<file path="src/rtl/round_ctrl_if.sv">
// Bundle between the match sequencer and its surroundings: debounced
// button pulses and ball position in, game status and scores out.
interface round_ctrl_if;
  logic        btn_start;
  logic        btn_mode;
  logic [11:0] ball_pos_x;
  logic [11:0] ball_pos_y;
  logic [1:0]  game_state;
  logic        game_mode;
  logic        freeze;
  logic [3:0]  score_player;
  logic [3:0]  score_npc;
  logic        serve_npc;
  logic        point_pulse;
  logic        winner_npc;

  // Side that drives buttons/ball and observes the match status
  modport master (
    output btn_start, btn_mode, ball_pos_x, ball_pos_y,
    input  game_state, game_mode, freeze, score_player, score_npc,
           serve_npc, point_pulse, winner_npc
  );

  // The sequencer itself
  modport slave (
    input  btn_start, btn_mode, ball_pos_x, ball_pos_y,
    output game_state, game_mode, freeze, score_player, score_npc,
           serve_npc, point_pulse, winner_npc
  );
endinterface

</file>
<file path="src/rtl/round_ctrl.sv">
// Volleyball match sequencer: phase FSM (IDLE/SERVE/PLAY/POINT/OVER),
// landing detection, scoring, serve side and ball-physics freeze.
// Every output is a register updated on the same edge as the state.
module round_ctrl #(
  parameter int SERVE_CYCLES = 50_000_000,
  parameter int POINT_CYCLES = 100_000_000,
  parameter int WIN_SCORE    = 15,
  parameter int GROUND_Y     = 220,
  parameter int BALL_H       = 40,
  parameter int NET_X        = 160
) (
  input  logic         clk,
  input  logic         reset_n,
  round_ctrl_if.slave  bus
);

  typedef enum logic [2:0] {
    ST_IDLE,
    ST_SERVE,
    ST_PLAY,
    ST_POINT,
    ST_OVER
  } state_t;

  localparam logic [26:0] SERVE_LAST = 27'(SERVE_CYCLES - 1);
  localparam logic [26:0] POINT_LAST = 27'(POINT_CYCLES - 1);
  localparam logic [3:0]  WIN        = 4'(WIN_SCORE);
  localparam logic [12:0] GROUND     = 13'(GROUND_Y);
  localparam logic [12:0] BALL       = 13'(BALL_H);
  localparam logic [11:0] NET        = 12'(NET_X);

  state_t      state_reg;
  logic [26:0] timer_reg;
  logic [1:0]  game_state_reg;
  logic        mode_reg;
  logic        freeze_reg;
  logic [3:0]  score_player_reg;
  logic [3:0]  score_npc_reg;
  logic        serve_npc_reg;
  logic        point_reg;
  logic        winner_reg;

  // Ball bottom edge computed one bit wider so a large y never wraps below ground
  logic [12:0] ball_bottom;
  logic        landing;
  logic        on_npc_half;

  assign ball_bottom = {1'b0, bus.ball_pos_y} + BALL;
  assign landing     = (ball_bottom >= GROUND);
  assign on_npc_half = (bus.ball_pos_x < NET);

  // Match sequencing, phase timing and scoring
  always_ff @(posedge clk) begin
    if (!reset_n) begin
      state_reg        <= ST_IDLE;
      timer_reg        <= '0;
      game_state_reg   <= 2'd0;
      mode_reg         <= 1'b0;
      freeze_reg       <= 1'b1;
      score_player_reg <= '0;
      score_npc_reg    <= '0;
      serve_npc_reg    <= 1'b0;
      point_reg        <= 1'b0;
      winner_reg       <= 1'b0;
    end else begin
      point_reg <= 1'b0;
      case (state_reg)
        ST_IDLE: begin
          // Start has priority; mode only toggles when no start arrives
          if (bus.btn_start) begin
            score_player_reg <= '0;
            score_npc_reg    <= '0;
            serve_npc_reg    <= 1'b0;
            winner_reg       <= 1'b0;
            state_reg        <= ST_SERVE;
            game_state_reg   <= 2'd1;
            freeze_reg       <= 1'b1;
            timer_reg        <= '0;
          end else if (bus.btn_mode) begin
            mode_reg <= ~mode_reg;
          end
        end
        ST_SERVE: begin
          if (timer_reg == SERVE_LAST) begin
            state_reg      <= ST_PLAY;
            game_state_reg <= 2'd2;
            freeze_reg     <= 1'b0;
            timer_reg      <= '0;
          end else begin
            timer_reg <= timer_reg + 27'd1;
          end
        end
        ST_PLAY: begin
          // The half the ball lands on loses the point
          if (landing) begin
            if (on_npc_half) begin
              score_player_reg <= score_player_reg + 4'd1;
              serve_npc_reg    <= 1'b0;
            end else begin
              score_npc_reg <= score_npc_reg + 4'd1;
              serve_npc_reg <= 1'b1;
            end
            point_reg  <= 1'b1;
            state_reg  <= ST_POINT;
            freeze_reg <= 1'b1;
            timer_reg  <= '0;
          end
        end
        ST_POINT: begin
          if (timer_reg == POINT_LAST) begin
            timer_reg <= '0;
            if ((score_player_reg == WIN) || (score_npc_reg == WIN)) begin
              state_reg      <= ST_OVER;
              game_state_reg <= 2'd3;
              winner_reg     <= (score_npc_reg == WIN);
            end else begin
              state_reg      <= ST_SERVE;
              game_state_reg <= 2'd1;
            end
          end else begin
            timer_reg <= timer_reg + 27'd1;
          end
        end
        ST_OVER: begin
          // Scores stay on display until the next start clears them
          if (bus.btn_start) begin
            state_reg      <= ST_IDLE;
            game_state_reg <= 2'd0;
            timer_reg      <= '0;
          end
        end
        default: begin
          state_reg      <= ST_IDLE;
          game_state_reg <= 2'd0;
          freeze_reg     <= 1'b1;
          timer_reg      <= '0;
        end
      endcase
    end
  end

  assign bus.game_state   = game_state_reg;
  assign bus.game_mode    = mode_reg;
  assign bus.freeze       = freeze_reg;
  assign bus.score_player = score_player_reg;
  assign bus.score_npc    = score_npc_reg;
  assign bus.serve_npc    = serve_npc_reg;
  assign bus.point_pulse  = point_reg;
  assign bus.winner_npc   = winner_reg;

endmodule

</file>
<file path="src/flat_wrapper.sv">
// flat-port wrapper written by rule: the top's interface ports become plain ports
module round_ctrl_flat 
#(
  parameter int SERVE_CYCLES = 50_000_000,
  parameter int POINT_CYCLES = 100_000_000,
  parameter int WIN_SCORE    = 15,
  parameter int GROUND_Y     = 220,
  parameter int BALL_H       = 40,
  parameter int NET_X        = 160
)
  (clk, reset_n, bus_btn_start, bus_btn_mode, bus_ball_pos_x, bus_ball_pos_y, bus_game_state, bus_game_mode, bus_freeze, bus_score_player, bus_score_npc, bus_serve_npc, bus_point_pulse, bus_winner_npc);
  round_ctrl_if bus_i ();
  input  logic clk;
  input  logic reset_n;
  input wire logic [$bits(bus_i.btn_start)-1:0] bus_btn_start;
  input wire logic [$bits(bus_i.btn_mode)-1:0] bus_btn_mode;
  input wire logic [$bits(bus_i.ball_pos_x)-1:0] bus_ball_pos_x;
  input wire logic [$bits(bus_i.ball_pos_y)-1:0] bus_ball_pos_y;
  output wire logic [$bits(bus_i.game_state)-1:0] bus_game_state;
  output wire logic [$bits(bus_i.game_mode)-1:0] bus_game_mode;
  output wire logic [$bits(bus_i.freeze)-1:0] bus_freeze;
  output wire logic [$bits(bus_i.score_player)-1:0] bus_score_player;
  output wire logic [$bits(bus_i.score_npc)-1:0] bus_score_npc;
  output wire logic [$bits(bus_i.serve_npc)-1:0] bus_serve_npc;
  output wire logic [$bits(bus_i.point_pulse)-1:0] bus_point_pulse;
  output wire logic [$bits(bus_i.winner_npc)-1:0] bus_winner_npc;
  assign bus_i.btn_start = bus_btn_start;
  assign bus_i.btn_mode = bus_btn_mode;
  assign bus_i.ball_pos_x = bus_ball_pos_x;
  assign bus_i.ball_pos_y = bus_ball_pos_y;
  assign bus_game_state = bus_i.game_state;
  assign bus_game_mode = bus_i.game_mode;
  assign bus_freeze = bus_i.freeze;
  assign bus_score_player = bus_i.score_player;
  assign bus_score_npc = bus_i.score_npc;
  assign bus_serve_npc = bus_i.serve_npc;
  assign bus_point_pulse = bus_i.point_pulse;
  assign bus_winner_npc = bus_i.winner_npc;
  round_ctrl #(.SERVE_CYCLES(SERVE_CYCLES), .POINT_CYCLES(POINT_CYCLES), .WIN_SCORE(WIN_SCORE), .GROUND_Y(GROUND_Y), .BALL_H(BALL_H), .NET_X(NET_X)) u_core (.clk(clk), .reset_n(reset_n), .bus(bus_i));
endmodule
</file>
<file path="config.mk">
export PLATFORM = sky130hd
export DESIGN_NAME = round_ctrl_flat
export DESIGN_NICKNAME = d
export VERILOG_FILES = /design/src/rtl/round_ctrl_if.sv /design/src/rtl/round_ctrl.sv /design/src/flat_wrapper.sv
export SDC_FILE = /design/constraint.sdc
export NUM_CORES = 1
export LEC_CHECK = 0
export BUFFER_PORTS_ARGS = -buffer_cell sky130_fd_sc_hd__buf_2
export CAP_MARGIN = 25
export CORE_AREA = 8 8 92 94
export CTS_CLUSTER_SIZE = 12
export DETAILED_ROUTE_END_ITERATION = 8
export DIE_AREA = 0 0 100 102
export PLACE_DENSITY = 0.54
export SLEW_MARGIN = 0
export SYNTH_ARGS = -nofsm -noshare
export SYNTH_HDL_FRONTEND = slang
export SYNTH_SLANG_ARGS = --single-unit
</file>
<file path="constraint.sdc">
create_clock -name clk -period 2.7 [get_ports clk]
set_input_delay 0.27 -clock clk [delete_from_list [all_inputs] [get_ports clk]]
set_output_delay 0.27 -clock clk [all_outputs]
set_load 0.03 [all_outputs]
</file>
Word level (Yosys, flattened, before mapping). Cells that the tools add are included.

Flip-flop bits (word level): 45. Input bits: 28. Output and inout bits: 15. Logic and storage cells: 90.

Add/subtract/negate cells: 4. $lt $le $gt $ge: 2. Eq/ne operators: 17. Muxes and demuxes: 37. Bitwise logic cells: 4. Reductions and logical operators: 16.

Operator list (number): 2-to-1 mux 27 bit (4); one-hot mux 27 bit (4 select lines) (1); adder 27 x 1 -> 27 bit (second input constant) (1); == test 27 x 26 -> 1 bit (second input constant) (1); == test 27 bit (second input constant) (1); 2-to-1 mux 4 bit (5); 2-to-1 mux 3 bit (6); one-hot mux 4 bit (2 select lines) (2); AND reduction 4 bit (4); one-hot mux 3 bit (5 select lines) (1); adder 12 x 6 -> 13 bit (second input constant) (1); greater-or-equal comparator 13 x 8 -> 1 bit (second input constant) (1); less-than comparator 12 x 8 -> 1 bit (second input constant) (1); inequality test 2 x 1 -> 1 bit (second input constant) (6); 2-to-1 mux 2 bit (5); one-hot mux 2 bit (5 select lines) (1); AND reduction 5 bit (2); 2-to-1 mux 1 bit (9); adder 4 x 1 -> 4 bit (second input constant) (2); == test 4 bit (second input constant) (2); == test 3 x 2 -> 1 bit (second input constant) (2); inequality test 2 bit (second input constant) (3); AND reduction 3 bit (2); NOT 1 bit (4); other kinds (9) (13).

Longest topological paths before layout.
Depth after elaboration: 5. Depth in mapped cells: 10.

Worst setup path after synthesis. No wires, ideal clock.

Path kind: register to register. From: register u_core.timer_reg[0]. To: register u_core.timer_reg[2]. Library setup time: 0.119 ns. Arrival: 1.991 ns. Data required time: 2.581 ns. Path slack: 0.590 ns. Cell stages (with the launch flop): 10. Clock period less this slack: 2.110 ns. Cells stage by stage: dfxtp_1 > ha_1 > and4_1 > buf_2 > nand2_1 > o31ai_1 > a21oi_1 > buf_2 > and2_1 > o221a_2.

Longest elaborated chain between the ends: 3. Elaborated cells between the ends (all ways): 6. Classes of those cells: 1 x add/sub; 2 x eq/ne; 3 x mux.

Ends and longest elaborated chain: from (decl) (line round_ctrl.sv:33) `logic [26:0] timer_reg;`; from (signal assigned) (line round_ctrl.sv:90) `timer_reg <= timer_reg + 27'd1;`; from (signal assigned) (line round_ctrl.sv:121) `timer_reg <= timer_reg + 27'd1;`; adder 27 x 1 -> 27 bit (tied with other cells) (line round_ctrl.sv:90, round_ctrl.sv:121); 2-to-1 mux 27 bit, on equally long branches (line round_ctrl.sv:110, round_ctrl.sv:84); one-hot mux 27 bit (4 select lines) (*) (line round_ctrl.sv:67) `case (state_reg)`.

Mark *: on every way between the ends. The rest lies on a longest branch, timed or not. A chain may end at the register's enable or synchronous reset.

Worst setup path after layout.
From: register u_core.timer_reg[0]. To: register u_core.timer_reg[4].

Same word-level chain as after synthesis.

==> impl_metrics.yaml <==
die:
  initial_core_util: 0.383
  rows: 31
  io_pins: 43
  die_x_um: 100
  die_height_um: 102
  core-area_mm2: 0.00706
  die_area_mm2: 0.0102
setup_path:
  slowest_delay_ns: 0.75
  path_class: "reg2reg"
  rr_startpoint: "u_core.timer_reg[0]$_SDFFE_PN0P_"
  worstRegToRegCells: 7
  reg2reg_to: "u_core.timer_reg[4]$_SDFFE_PN0P_"
  crit_path_end_kind: "flip-flop"
  critical_path.slowest_cell: "a21oi_1"
  cp.required_ns: 2.91
  crit_arrival_ns: 2.59
  worstSetupStartpoint: "u_core.timer_reg[0]$_SDFFE_PN0P_"
  crit_fanout: 9
  r2r_setup_slack_ns: 0.32
  start_kind: "flip-flop"
  cp_cell_sequence: "ha_1, and4_1, nand4_1, nor2_1, a21oi_1, a41oi_1, a311oi_1"
  endpoint: "u_core.timer_reg[4]$_SDFFE_PN0P_"
cts:
  cts.sinks: 45
  cts_root_buffer: "clkbuf_8"
  cts_made_buffers: 5
  cts_tree: "yes"
  clockBufferDepth: 2
  ctsHoldBuffers: 0
  post_cts.repair.setup_buffers: 0
  clk_latency_ns: 0.29
  cts_resized: 0
  clk_pin_slew_ns: 0.09
  htreeDepth: 2
synthesis:
  yosysSeqAreaShare: 0.333
  syn_avg_cell_area_um2: 8.21
  ys.flop_type: "dfxtp_1"
  ys_ff_latch: 45
  syn-instance-count: 329
  yosys.area.top_type: "dfxtp_1"
  yosysTopAreaCellShare: 0.333
  ys_top_cells_by_count: "dfxtp_1, a21oi_1, o21ai_0"
  synth_edf_count: 0
  yosysMostFrequentCell: "dfxtp_1"
  yosysWarnings: 0
  syn-num-nets: 362
  yosys-top-cells-area: "dfxtp_1, a21oi_1, o21ai_0"
  synth_cell_types: 58
  syn_area_mm2: 0.00270
  async_flop_share: 0
worst_hold_path:
  min_path_type: "in2reg"
  hp-start: "bus_btn_mode"
routing:
  viasPerCell: 5.68
  drt_wl_total_mm: 7.27
  wl_per_cell_um: 15.5
  initialDrtViolationCount: 122
  postRouteAntennaNets: 0
  drc: 0
  first_pass_iters: 4
  vias: 2664
grt:
  grt_max_degree: 42
  grt_pass1_vias: 2615
  grt-ovfl-total: 0
  grt_pass1_wl_mm: 12.4
  antenna_found_initial: 0
  grt_util_all_layers: 0.147
finish:
  area_growth_pct: 16.2
  final_cell_area_mm2: 0.00314
  n_antenna_cell: 0
  nFillCells: 753
  drive_above_1_share: 0.195
  largest_register_ffs: 27
  final_cells: 469
  nets: 402
sta:
  maxSlewViolCount: 0
  tns_ns: 0
  finalCriticalPeriod_ns: 2.38
  skew_ns: 0.00652
  tightest_slew_ns: 0.935
  clock.fmax_ghz: 0.421
  fin_crit_sh: 0.881
  relSlewSlack: 0.377
  rsz0062_at_grt: "no"
  finalHoldViolCount: 0
  finalSetupViolations: 0
placement:
  place.port_buffers: 37
  routabilityCongestion: 0.768
  hpwlAfterDp_mm: 5.30
  place_area_mm2: 0.00304
  dp_cells: 461
power:
  vdd_drop_max_uv: 167
  powerDensity_mw_per_mm2: 426
  p_leak_nw: 1.15
status:
  outcome: "finished, final reports clean"
run:
  cap_violations: 0
[worst min path at each step]
stage                                            end  cells past startpoint
5_1_grt               u_core.bus.freeze$_SDFFE_PN1P_                      2
3_3_place_gp   u_core.bus.game_state[1]$_SDFFE_PN0P_                      2
2_1_floorplan       u_core.timer_reg[4]$_SDFFE_PN0P_                      2
3_5_place_dp   u_core.bus.game_state[1]$_SDFFE_PN0P_                      2
4_1_cts            u_core.bus.game_mode$_SDFFE_PN0P_                      4
6_report           u_core.bus.game_mode$_SDFFE_PN0P_                      4
[logic make-up after synthesis]
group,after synthesis,share of synthesized area
flip-flops,45,0.333
adder cells (fa/ha/maj),5,0.0231
AND/OR/NAND/NOR,149,0.334
multiplexers,2,0.00741
buffers and inverters,22,0.0403
XOR/XNOR,3,0.00972
AO/OA/AOI/OAI,103,0.252
[metrics by stage]
stage	hold WS, ns	setup WS [ns]	util	power (mW)
floorplan	0.423	0.590	-	0.813
global placement	0.462	0.286	0.431	0.885
detailed placement	0.466	0.224	0.431	0.887
CTS	0.318	0.305	0.445	1.35
global route	0.323	0.104	0.445	1.40
finish	0.318	0.323	0.445	1.34
[layer usage]
metal / global-route usage / part of all wire / vias up
met5: 0 / 0 / -
met4: 0.0291 / 0.0045 / 0
met3: 0.0300 / 0.030 / 5
met2: 0.234 / 0.44 / 50
met1: 0.199 / 0.52 / 1264
li1: - / - / 1345
[cell type report]
cell class | count | area, µm² | share of cell area
multi-input cells | 262 | 1690 | 0.539
flip-flops and latches | 45 | 901 | 0.287
repair buffers | 49 | 300 | 0.0956
well taps | 99 | 124 | 0.0394
clock buffers | 7 | 96.3 | 0.0307
inverters | 6 | 22.5 | 0.00717
clock inverters | 1 | 5.00 | 0.00159
[critical path, delay by kind of cell (launching register included)]
kind                       cells  cell delay [ns]
AOI/OAI and AO/OA              3             1.21
adders and majority gates      1             0.26
DFF                            1             0.34
and+or+nand+nor                3             0.48
[cell usage in the layout, fill, tap and decap left out, types with 5 or more instances in the layout]
cell and instances:
or4_1 5, nand2_1 24, inv_1 6, nand3_1 14, nor3_1 8, dfxtp_1 45
and3_1 12, clkbuf_8 7, buf_4 10, nand4_1 16, o21ai_0 26, a21oi_1 34
o31ai_1 11, nor2_1 16, or3_1 13, buf_2 37, and2_1 11, ha_1 5
[where the power goes]
part           switching [mW]  internal, mW
registers              0.0101         0.675
clock network           0.236         0.232
logic                   0.118        0.0674
No activity file was read; power rests on OpenSTA's default activity.
